## src/rtl/alt_sched.sv

```systemverilog
// Altitude command scheduler: fixed-priority owner arbitration plus a dwell-paced
// one-level-per-step slew of the registered altitude command toward the owner's target.
module alt_sched #(
  parameter logic [15:0] DWELL    = 16'd100,
  parameter logic [15:0] DWELL_FS = 16'd10
) (
  input  logic       clk,
  input  logic       resetn,
  input  logic [2:0] req,
  input  logic [2:0] cmd_fs,
  input  logic [2:0] cmd_ap,
  input  logic [2:0] cmd_pl,
  output logic [2:0] gnt,
  output logic [2:0] altcmd,
  output logic       busy
);

  typedef enum logic {
    S_HOLD,
    S_DWELL
  } state_t;

  state_t             state_q, state_d;
  logic [2:0]         gnt_q, gnt_d;
  logic signed [2:0]  cur_q, cur_d;
  logic [2:0]         altcmd_q;
  logic               busy_q;
  logic [15:0]        cnt_q, cnt_d;
  logic signed [2:0]  target;
  logic signed [2:0]  step_lvl;
  logic [15:0]        dwell_m1;

  function automatic logic signed [2:0] decode(input logic [2:0] c);
    logic signed [2:0] m;
    m = signed'({1'b0, c[1:0]});
    return c[2] ? -m : m;
  endfunction

  // Level zero always encodes as 000, never as the negative-zero 100.
  function automatic logic [2:0] encode(input logic signed [2:0] l);
    logic signed [2:0] n;
    n = -l;
    if (l < 0) return {1'b1, n[1:0]};
    else       return {1'b0, l[1:0]};
  endfunction

  always_comb begin
    gnt_d = 3'b000;
    if      (req[0]) gnt_d = 3'b001;
    else if (req[1]) gnt_d = 3'b010;
    else if (req[2]) gnt_d = 3'b100;
  end

  always_comb begin
    target = 3'sd0;
    case (gnt_q)
      3'b001:  target = decode(cmd_fs);
      3'b010:  target = decode(cmd_ap);
      3'b100:  target = decode(cmd_pl);
      default: target = 3'sd0;
    endcase
  end

  // Dwell length follows whoever owns the channel when the counter is (re)loaded.
  assign dwell_m1 = (gnt_q == 3'b001) ? (DWELL_FS - 16'd1) : (DWELL - 16'd1);
  assign step_lvl = (target > cur_q) ? (cur_q + 3'sd1) : (cur_q - 3'sd1);

  always_comb begin
    state_d = state_q;
    cnt_d   = cnt_q;
    cur_d   = cur_q;
    case (state_q)
      S_HOLD: begin
        if (target != cur_q) begin
          cnt_d   = dwell_m1;
          state_d = S_DWELL;
        end
      end
      S_DWELL: begin
        if (cnt_q != 16'd0) begin
          cnt_d = cnt_q - 16'd1;
          if (target == cur_q) state_d = S_HOLD;
        end else if (target != cur_q) begin
          cur_d = step_lvl;
          if (step_lvl == target) state_d = S_HOLD;
          else                    cnt_d   = dwell_m1;
        end else begin
          state_d = S_HOLD;
        end
      end
      default: state_d = S_HOLD;
    endcase
  end

  always_ff @(posedge clk or negedge resetn) begin
    if (!resetn) begin
      state_q  <= S_HOLD;
      gnt_q    <= 3'b000;
      cur_q    <= 3'sd0;
      altcmd_q <= 3'b000;
      busy_q   <= 1'b0;
      cnt_q    <= 16'd0;
    end else begin
      state_q  <= state_d;
      gnt_q    <= gnt_d;
      cur_q    <= cur_d;
      altcmd_q <= encode(cur_d);
      busy_q   <= (state_d == S_DWELL);
      cnt_q    <= cnt_d;
    end
  end

  assign gnt    = gnt_q;
  assign altcmd = altcmd_q;
  assign busy   = busy_q;

endmodule
```

## config.mk

```make
export PLATFORM = sky130hd
export DESIGN_NAME = alt_sched
export DESIGN_NICKNAME = d
export VERILOG_FILES = /design/src/rtl/alt_sched.sv
export SDC_FILE = /design/constraint.sdc
export NUM_CORES = 1
export LEC_CHECK = 0
export CORE_ASPECT_RATIO = 0.6
export CORE_MARGIN = 2
export CORE_UTILIZATION = 55
export DETAILED_ROUTE_END_ITERATION = 12
export PLACE_DENSITY = 0.88
export SLEW_MARGIN = 20
export SYNTH_ARGS = -nofsm -noshare
export SYNTH_HDL_FRONTEND = slang
export SYNTH_SLANG_ARGS = --single-unit
```

## constraint.sdc

```tcl
create_clock -name clk -period 4.8 [get_ports clk]
set_input_delay 1.2 -clock clk [delete_from_list [all_inputs] [get_ports clk]]
set_output_delay 1.2 -clock clk [all_outputs]
set_load 0.005 [all_outputs]
```

==> flow_metrics.tcl, run 1 <==
set metrics [dict create \
    synth_mux_area_frac 0.0239 \
    antennaDiodeCount 0 \
    max_freq_mhz 213 \
    ant_nets 0 \
    rsz0062_at_grt "false" \
    ys_async_sr_fraction 1.00 \
    io_pins 21 \
    totalWireLength_mm 4.30 \
    fin_nets 239 \
    start_util 0.590 \
    synthToLayoutAreaGrowth_pct 22.3 \
    required_ns 4.96 \
    min_period_ns 4.69 \
    drv_cap 0 \
    dieHeight_um 47.4 \
    firstDrtPassIters 4 \
    viasPerCell 6.10 \
    cp_max_fo 7 \
    leakage_nw 0.974 \
    cts_root_buf "clkbuf_8" \
    p_sw_uw 556 \
    wl_per_cell_um 16.6 \
    grt_pass1_wl_mm 7.03 \
    startpoint_type "input pin" \
    total_power_mw 1.30 \
    finalSetupViolCount 0 \
    rr_worst_depth 14 \
    crit_slowest_cell "clkdlybuf4s50_1" \
    skew_ns 0.00386 \
    worstSetupPathType "input pin to flip-flop" \
    cts_tree "built" \
    holdWs_ns 0.559 \
    worstPathArrival_ns 4.85 \
    synth_xor_area_frac 0.0355 \
    status "complete, no violations" \
    ir_worst_vdd_mv 0.296 \
    cellPowerDensity_nw_per_um2 617 \
    synth_top_cell_by_area "dfrtp_1" \
    synth.most_common_cell "dfrtp_1" \
    drt_iter0_drc 228 \
    synth_edf_count 0 \
    max_slew.worst_pin.slew_ns 0.761 \
    synth_compound_area_frac 0.219 \
    pwr-share-clk 0.137 \
    synth.area.top_cells "dfrtp_1 35%, ha_1 4.3%, a21oi_1 3.5%" \
    place_hpwl_mm 3.28 \
    ys_warn_count 0 \
    synth_top_family_by_area "simple AND/OR/NAND/NOR gates" \
    worstHoldPathCells 1 \
    slowest_delay_ns 0.48 \
    p_int_uw 748 \
    cts_buffers 3 \
    maxSlewViolCount 0 \
    combPwrFrac 0.560 \
    port_buffers 20 \
    yosysUniqueCellTypes 53 \
    setup_slack_ns 0.110 \
    drcViolationCount 0 \
    final_hold_viol_count 0 \
    syn-num-nets 208 \
    cts_buffer_depth 2 \
    place_ws_ns -0.255 \
    synth-adder-area-share 0.0550 \
    core.rowCount 15 \
    placed_area_sq_um 2010 \
    stdcell_area_sq_um 2110 \
    antenna_found_initial 0 \
    coreArea_sq_um 2930 \
    netlist_instances 187 \
    first_global_vias 1468 \
    min_period_over_period 0.977 \
    clock_latency_ns 0.27 \
    grt_max_degree 25 \
    avgSynthCellArea_sq_um 9.24 \
    grt_use_total 0.256 \
    synthFlopType "dfrtp_1" \
    clock_sinks 24 \
    ys_ff_latch 24 \
    grt-ovfl-total 0 \
    share_seq_of_total_power 0.303 \
    vias 1581 \
    synth_top_area_share 0.348 \
    dieArea_sq_um 3620 \
    cts_max_level 1 \
    synthSimpleGateAreaFrac 0.256 \
    clkTransAtPathRegs_ns 0.09 \
    fillers 212 \
    relSlewSlack 0.491 \
    hold_path_class "flip-flop to flip-flop" \
    gp_congestion 0.942 \
    syn-cell-area_sq_um 1730 \
    switching_share 0.426 \
    synthTopCellsByCount "24 x dfrtp_1, 14 x inv_1, 13 x nand2_1" \
    end_kind "flip-flop" \
    drive_above_1_share 0.166 \
    seq_area_frac_synth 0.348 \
    path_cells "clkdlybuf4s50_1 -> inv_1 -> ha_1 -> o32a_1 -> nand2_1 -> ha_1 -> buf_4 -> o211a_1 -> a211o_1 -> nand2_1 -> fa_2 -> or3_1 -> nand3_2 -> a21oi_4 -> or2_4 -> a221o_1" \
    die_x_um 76.4 \
]
-- critical path, delay by kind of cell --
kind,cells,cell delay (ns)
buf+inv,3,0.69
compound gates,5,1.12
fa+ha+maj,3,0.89
simple gates,5,0.94
-- power groups by stage --
stage                     registers (mW)  logic [mW]  clock network [mW]
after detailed placement           0.391       0.678                   0
after global routing               0.408       0.791               0.187
after floorplan                    0.355       0.526                   0
final                              0.396       0.730               0.178
after CTS                          0.390       0.684               0.177
after global placement             0.381       0.646                   0
-- final timing paths --
check | from | endpoint | slack [ns]
min | cnt_q[2] | cnt_q[2] | 0.56
min reg2reg | cnt_q[2] | cnt_q[2] | 0.56
min in group asynchronous | resetn | altcmd[2] | 0.89
max reg2reg | gnt[0] | cnt_q[5] | 0.83
max | cmd_ap[0] | cnt_q[5] | 0.11
max in group asynchronous | resetn | cnt_q[8] | 3.57
-- state kept, by name (all words and copies together), names as in the netlist --
register,cells
gnt,3
cur_q,1
altcmd,3
busy,1
cnt_q,16
-- layout make-up --
type	count	area, sq um	area share
clock buffer	3	41.3	0.0195
clock inverter	1	30.0	0.0142
inverter	14	52.6	0.0249
multi-input combinational	142	1040	0.494
sequential	24	601	0.284
tap	42	52.6	0.0249
timing repair buffer	33	293	0.139
-- metal layers --
metal  wire length, um  GRT usage  share of wire
met1              1940      0.342           0.45
met2              1990      0.419           0.46
met3               288     0.0679          0.067
met4                83      0.102          0.019
met5                 0          0              0
-- metrics by stage --
stage	instances	setup TNS, ns	util
global route	259	0	0.722
CTS	258	0	0.712
detailed placement	254	-2.09	0.688
finish	259	0	0.722
floorplan	187	0	-
global placement	254	-0.381	0.688
-- placed cells by master, fill, tap and decap left out, types with 2 or more instances in the layout --
master | Yosys | layout
o31ai_1 | 2 | 2
nand2_1 | 13 | 13
and2_1 | 2 | 2
nor3_1 | 6 | 6
o21ai_0 | 8 | 8
xnor2_1 | 3 | 3
buf_4 | 2 | 13
o22ai_1 | 2 | 2
a21o_1 | 4 | 4
nand2b_1 | 2 | 2
nand3_2 | 1 | 2
a31oi_1 | 4 | 4
clkbuf_8 | 0 | 3
clkdlybuf4s50_1 | 0 | 19
or3_1 | 3 | 3
nor4_1 | 2 | 2
xor2_1 | 4 | 3
nor3b_1 | 3 | 3
nand3b_1 | 3 | 3
ha_1 | 6 | 6
mux2i_1 | 3 | 3
nor2b_1 | 4 | 3
or4_1 | 5 | 5
o211a_1 | 2 | 2
inv_1 | 14 | 14
a211o_1 | 3 | 3
or3b_1 | 2 | 2
nand3_1 | 6 | 5
nor2_1 | 9 | 9
dfrtp_1 | 24 | 24
a221o_1 | 2 | 2
or2_1 | 3 | 2
a22o_1 | 2 | 2
or4_4 | 2 | 2
a21oi_1 | 12 | 12
-- cell families after synthesis --
kind of cell,count (synthesis)
adders and majority gates,7
and+or+nand+nor,71
AOI/OAI and AO/OA,53
DFF,24
muxes,4
xor gates and xnor gates,7
buffers and inverters,21
-- timing repair --
item | CTS | global route
setup endpoints to repair | 0 | 14
hold buffers | 0 | 0
setup buffers | 0 | 1
resized for setup | 0 | 6
Power figures use the tool's default switching activity.
==> run 2, diff against run 1 <==
Settings changed: CORE_ASPECT_RATIO 0.6 to 0.9, SKIP_CTS_REPAIR_TIMING from default to 1.
==> flow_metrics.tcl, run 2 (synthesized netlist as in run 1, its figures left out) <==
set metrics [dict create \
    status "complete, no violations" \
    cp_max_fo 8 \
    grt_use_total 0.224 \
    first_global_vias 1521 \
    cts_buffers 3 \
    worstPathArrival_ns 4.85 \
    grt_max_degree 25 \
    fillers 252 \
    rsz0062_at_grt "false" \
    timing.rr.end "cnt_q[3]" \
    coreArea_sq_um 3020 \
    dieArea_sq_um 3610 \
    fin_nets 238 \
    required_ns 5.02 \
    port_buffers 20 \
    worstSetupPathType "input pin to flip-flop" \
    firstDrtPassIters 4 \
    skew_ns 0.00648 \
    min_period_ns 4.62 \
    antennaDiodeCount 0 \
    clock_latency_ns 0.32 \
    startpoint_type "input pin" \
    cts_tree "built" \
    cts_max_level 1 \
    min_period_over_period 0.963 \
    dieHeight_um 57.2 \
    max_slew.worst_pin.slew_ns 0.809 \
    totalWireLength_mm 3.71 \
    grt_pass1_wl_mm 6.56 \
    end_kind "flip-flop" \
    clock_sinks 24 \
    grt-ovfl-total 0 \
    viasPerCell 6.01 \
    hp-start "cnt_q[9]" \
    rr_worst_depth 14 \
    ir_worst_vdd_mv 0.520 \
    final_hold_viol_count 0 \
    cts_root_buf "clkbuf_4" \
    seqCellArea_sq_um 601 \
    max_freq_mhz 216 \
    largest_reg_flops 16 \
    ant_nets 0 \
    leakage_nw 0.957 \
    antenna_found_initial 0 \
    start_util 0.572 \
    cellPowerDensity_nw_per_um2 586 \
    synthToLayoutAreaGrowth_pct 19.5 \
    vias 1551 \
    finalSetupViolCount 0 \
    drv_cap 0 \
    holdWs_ns 0.543 \
    io_pins 21 \
    hold_path_class "flip-flop to flip-flop" \
    fin_util 0.684 \
    multi_input_area_sq_um 1020 \
    wl_per_cell_um 14.4 \
    drt_iter0_drc 162 \
    maxSlewViolCount 0 \
    drive_above_1_share 0.139 \
    final_common_cell "dfrtp_1" \
    worstHoldPathCells 1 \
    clkTransAtPathRegs_ns 0.14 \
    gp_congestion 0.886 \
    r2r-start "gnt[2]" \
    place_hpwl_mm 2.80 \
    r2r_slack_ns 0.92 \
    total_power_mw 1.21 \
    relSlewSlack 0.458 \
    cts_buffer_depth 2 \
    core.rowCount 19 \
    drcViolationCount 0 \
    top_register "cnt_q" \
    die_x_um 63.1 \
    whs_endpoint "cnt_q[9]" \
    layout_common_cells "24 x dfrtp_1, 19 x clkdlybuf4s50_1, 14 x inv_1" \
]
-- run 2: changes by cell type in the layout (fill, tap and decap cells not counted), sizes merged --
cell,previous run,this run
buf,14,13
-- run 2: worst max path at each step --
stage,endpoint,startpoint,depth (start not counted),slack (ns)
floorplan,cnt_q[3],cmd_ap[0],16,0.27
global placement,cnt_q[3],cmd_ap[0],16,-0.12
detailed placement,cnt_q[3],cmd_ap[0],16,-0.20
CTS,cnt_q[3],cmd_fs[0],17,0.15
global route,cnt_q[3],cmd_fs[0],17,0.08
finish,cnt_q[3],cmd_fs[0],17,0.18
-- run 2: power breakdown --
part	switching [mW]	leakage [nW]	total [mW]	internal, mW
Combinational	0.347	0.626	0.675	0.328
Sequential	0.107	0.303	0.387	0.280
Clock	0.0637	0.0279	0.148	0.0845
Total	0.517	0.957	1.21	0.692
-- run 2: through the flow --
stage / instance area [sq um] / instances / setup WS [ns] / setup TNS (ns)
2_1_floorplan: 1730 / 187 / 0.268 / 0
3_3_place_gp: 2010 / 254 / -0.116 / -0.441
3_5_place_dp: 2010 / 254 / -0.204 / -1.02
4_1_cts: 2070 / 258 / 0.147 / 0
5_1_grt: 2060 / 258 / 0.0792 / 0
6_report: 2060 / 258 / 0.175 / 0
-- run 2: cell type report --
class                   instances  area share
inverters                      14      0.0255
multi-input cells             142       0.495
clock inverters                 1      0.0145
flip-flops and latches         24       0.291
well taps                      42      0.0255
clock buffers                   3      0.0109
repair buffers                 32       0.138
-- run 2: metal layers --
metal / routed length [um] / GRT usage
met2: 1860 / 0.406
met3: 144 / 0.0513
met1: 1700 / 0.274
met4: 10 / 0.0476
met5: 0 / 0
-- run 2: worst max-delay path: stages --
cell             delay, ns
clkdlybuf4s50_1       0.50
inv_1                 0.05
ha_1                  0.18
nand2b_1              0.14
o32a_1                0.19
nand2_1               0.08
ha_1                  0.24
and3b_1               0.19
a211oi_1              0.24
nand3_1               0.13
nand2_1               0.10
fa_1                  0.43
or3_1                 0.39
nand3_2               0.09
a21oi_4               0.05
or2_4                 0.29
a221o_1               0.36
==> RTL edit, RTL diff (config.mk and constraints of run 2) <==
Make the reset (`resetn`) synchronous in one clocked block.
--- a/src/rtl/alt_sched.sv
+++ b/src/rtl/alt_sched.sv
@@ -94,3 +94,3 @@
 
-  always_ff @(posedge clk or negedge resetn) begin
+  always_ff @(posedge clk) begin
     if (!resetn) begin
Behaviour: differs if resetn is asserted again (counterexample within 4 cycles, from zero or initial values and one cycle with resetn low); with resetn held inactive, the same outputs for 10 cycles.
==> RTL edit against run 2 <==
Synthesized area decreased by 0.80%. Wire length increased by 15%. Worst setup slack got worse by 0.058 ns. Die area decreased by 0.75%. Sequential power decreased by 25%. Final area increased by 5.2%. Sequential cell count unchanged. Cell count increased by 10%. Synthesized cell count increased by 14%. Critical path type unchanged. Largest cell class unchanged. Total power decreased by 18%.
==> RTL edit: results (changes against run 2) <==
met3_usage_pct: 4.34  # was 5.13%
numPortBuffers: 20  # unchanged
hpwl_um: 3010  # was 2800 um
grt_pass1_wl_um: 6720  # was 6560 um
hold_slack_ns: 0.485  # was 0.543 ns
slowest_delay_ns: 0.57  # was 0.50 ns
antenna_found_initial: 0  # unchanged
status: "completed"  # unchanged
routed_wl_um: 4270  # was 3710 um
dp_cells: 280  # was 254
n_fill_cell: 243  # was 252
clock_path_buffers: 2  # unchanged
firstDrtPassIters: 5  # was 4
gr-usage-all-layers_pct: 23.3  # was 22.4%
gp_congestion: 0.940  # was 0.886
clk_latency_ns: 0.32  # about the same
path_class: "input port to register"  # unchanged
r2r_end: "cnt_q[0]"  # was cnt_q[3]
largest_reg_flops: 16  # unchanged
grt_max_degree: 30  # was 25
diodes: 0  # unchanged
min_to: "cnt_q[10]"  # was cnt_q[9]
largest_register: "cnt_q"  # unchanged
yosys_warnings: 0  # unchanged
async_flop_share_pct: 0  # was 100%
r2r_cells: 15  # was 14
power.leakage_nw: 0.900  # was 0.957 nW
hold_depth: 1  # unchanged
worstPathArrival_ns: 4.91  # was 4.85 ns
ys_types: 54  # was 53
netSwitchingPower_mw: 0.410  # was 0.517 mW
seq_area_frac_synth_pct: 28.0  # was 34.8%
root_buffer: "clkbuf_4"  # unchanged
hp-class: "register to register"  # unchanged
met2_usage_pct: 41.5  # was 40.6%
final_nets: 265  # was 238
critPathSlowestCell: "or4_4"  # was clkdlybuf4s50_1
synth_area_leader_cell: "dfxtp_1"  # was dfrtp_1
crit_start: "cmd_fs[1]"  # was cmd_fs[0]
r2r-start: "gnt[0]"  # was gnt[2]
grt_pass1_vias: 1556  # was 1,521
r2r_setup_slack_ns: 0.76  # was 0.92 ns
clkTransAtPathRegs_ns: 0.14  # about the same
synth_fp_nets: 234  # was 208
globalRouteMet1Util_pct: 29.2  # was 27.4%
place_ws_ns: -0.524  # was -0.204 ns
ir_drop_mv: 0.304  # was 0.520 mV
synth.area.top_cells: "dfxtp_1 (28%), o21ai_0 (5.0%), ha_1 (4.4%)"  # was dfrtp_1 (35%), ha_1 (4.3%), a21oi_1 (3.5%)
synth_common_cells: "dfxtp_1 (24), nand2_1 (18), o21ai_0 (17)"  # was dfrtp_1 (24), inv_1 (14), nand2_1 (13)
cpLargestDelayFamily: "simple AND/OR/NAND/NOR gates"  # unchanged
synth_cells: 213  # was 187
layout.cells.non_filler: 285  # was 258
hp-start: "cnt_q[10]"  # was cnt_q[9]
fmax_mhz: 214  # was 216 MHz
drt_iter0_drc: 103  # was 162
via_per_inst: 5.92  # was 6.01
worst_pin_slew_ns: 0.888  # was 0.809 ns
final_layout_size_suffix_gt1_share_pct: 19.3  # was 13.9%
critPathMaxFanout: 6  # was 8
fin_skew_ns: 0.00360  # was 0.00648 ns
-- RTL edit: logic make-up after synthesis --
group,share of synthesized area (%)
AND/OR/NAND/NOR,30.7
AO/OA/AOI/OAI,22.6
multiplexers,4.38
adder cells (fa/ha/maj),5.55
flip-flops,28.0
buffers and inverters,6.20
XOR/XNOR,2.55
-- RTL edit: final cells by class --
| cell class | count | area share, % |
|---|---|---|
| Multi-Input combinational cell | 168 | 55.8 |
| Inverter | 12 | 2.07 |
| Clock inverter | 1 | 1.38 |
| Clock buffer | 3 | 1.04 |
| Tap cell | 42 | 2.42 |
| Timing Repair Buffer | 35 | 15.1 |
| Sequential cell | 24 | 22.1 |
-- RTL edit: per-layer routing --
layer,vias to the layer above,routed length [um],part of all wire (%)
met5,-,0,0
met4,0,40,0.94
met3,4,172,4.0
met2,50,2110,49
met1,788,1940,45
li1,844,-,-
-- RTL edit: per-stage QoR --
stage               util, %    TNS, ns  cell area, um^2
finish                 71.9          0             2170
global route           71.9  -0.000850             2170
CTS                    68.6      -2.16             2070
global placement       66.8      -5.24             2020
detailed placement     66.8      -7.25             2020
floorplan                 -          0             1710
-- RTL edit: power groups by stage --
stage / combinational, mW / clock, mW / sequential (mW)
after floorplan: 0.392 / 0 / 0.281
after global placement: 0.495 / 0 / 0.290
after detailed placement: 0.507 / 0 / 0.293
after CTS: 0.511 / 0.151 / 0.288
after global routing: 0.604 / 0.156 / 0.297
final: 0.547 / 0.148 / 0.291
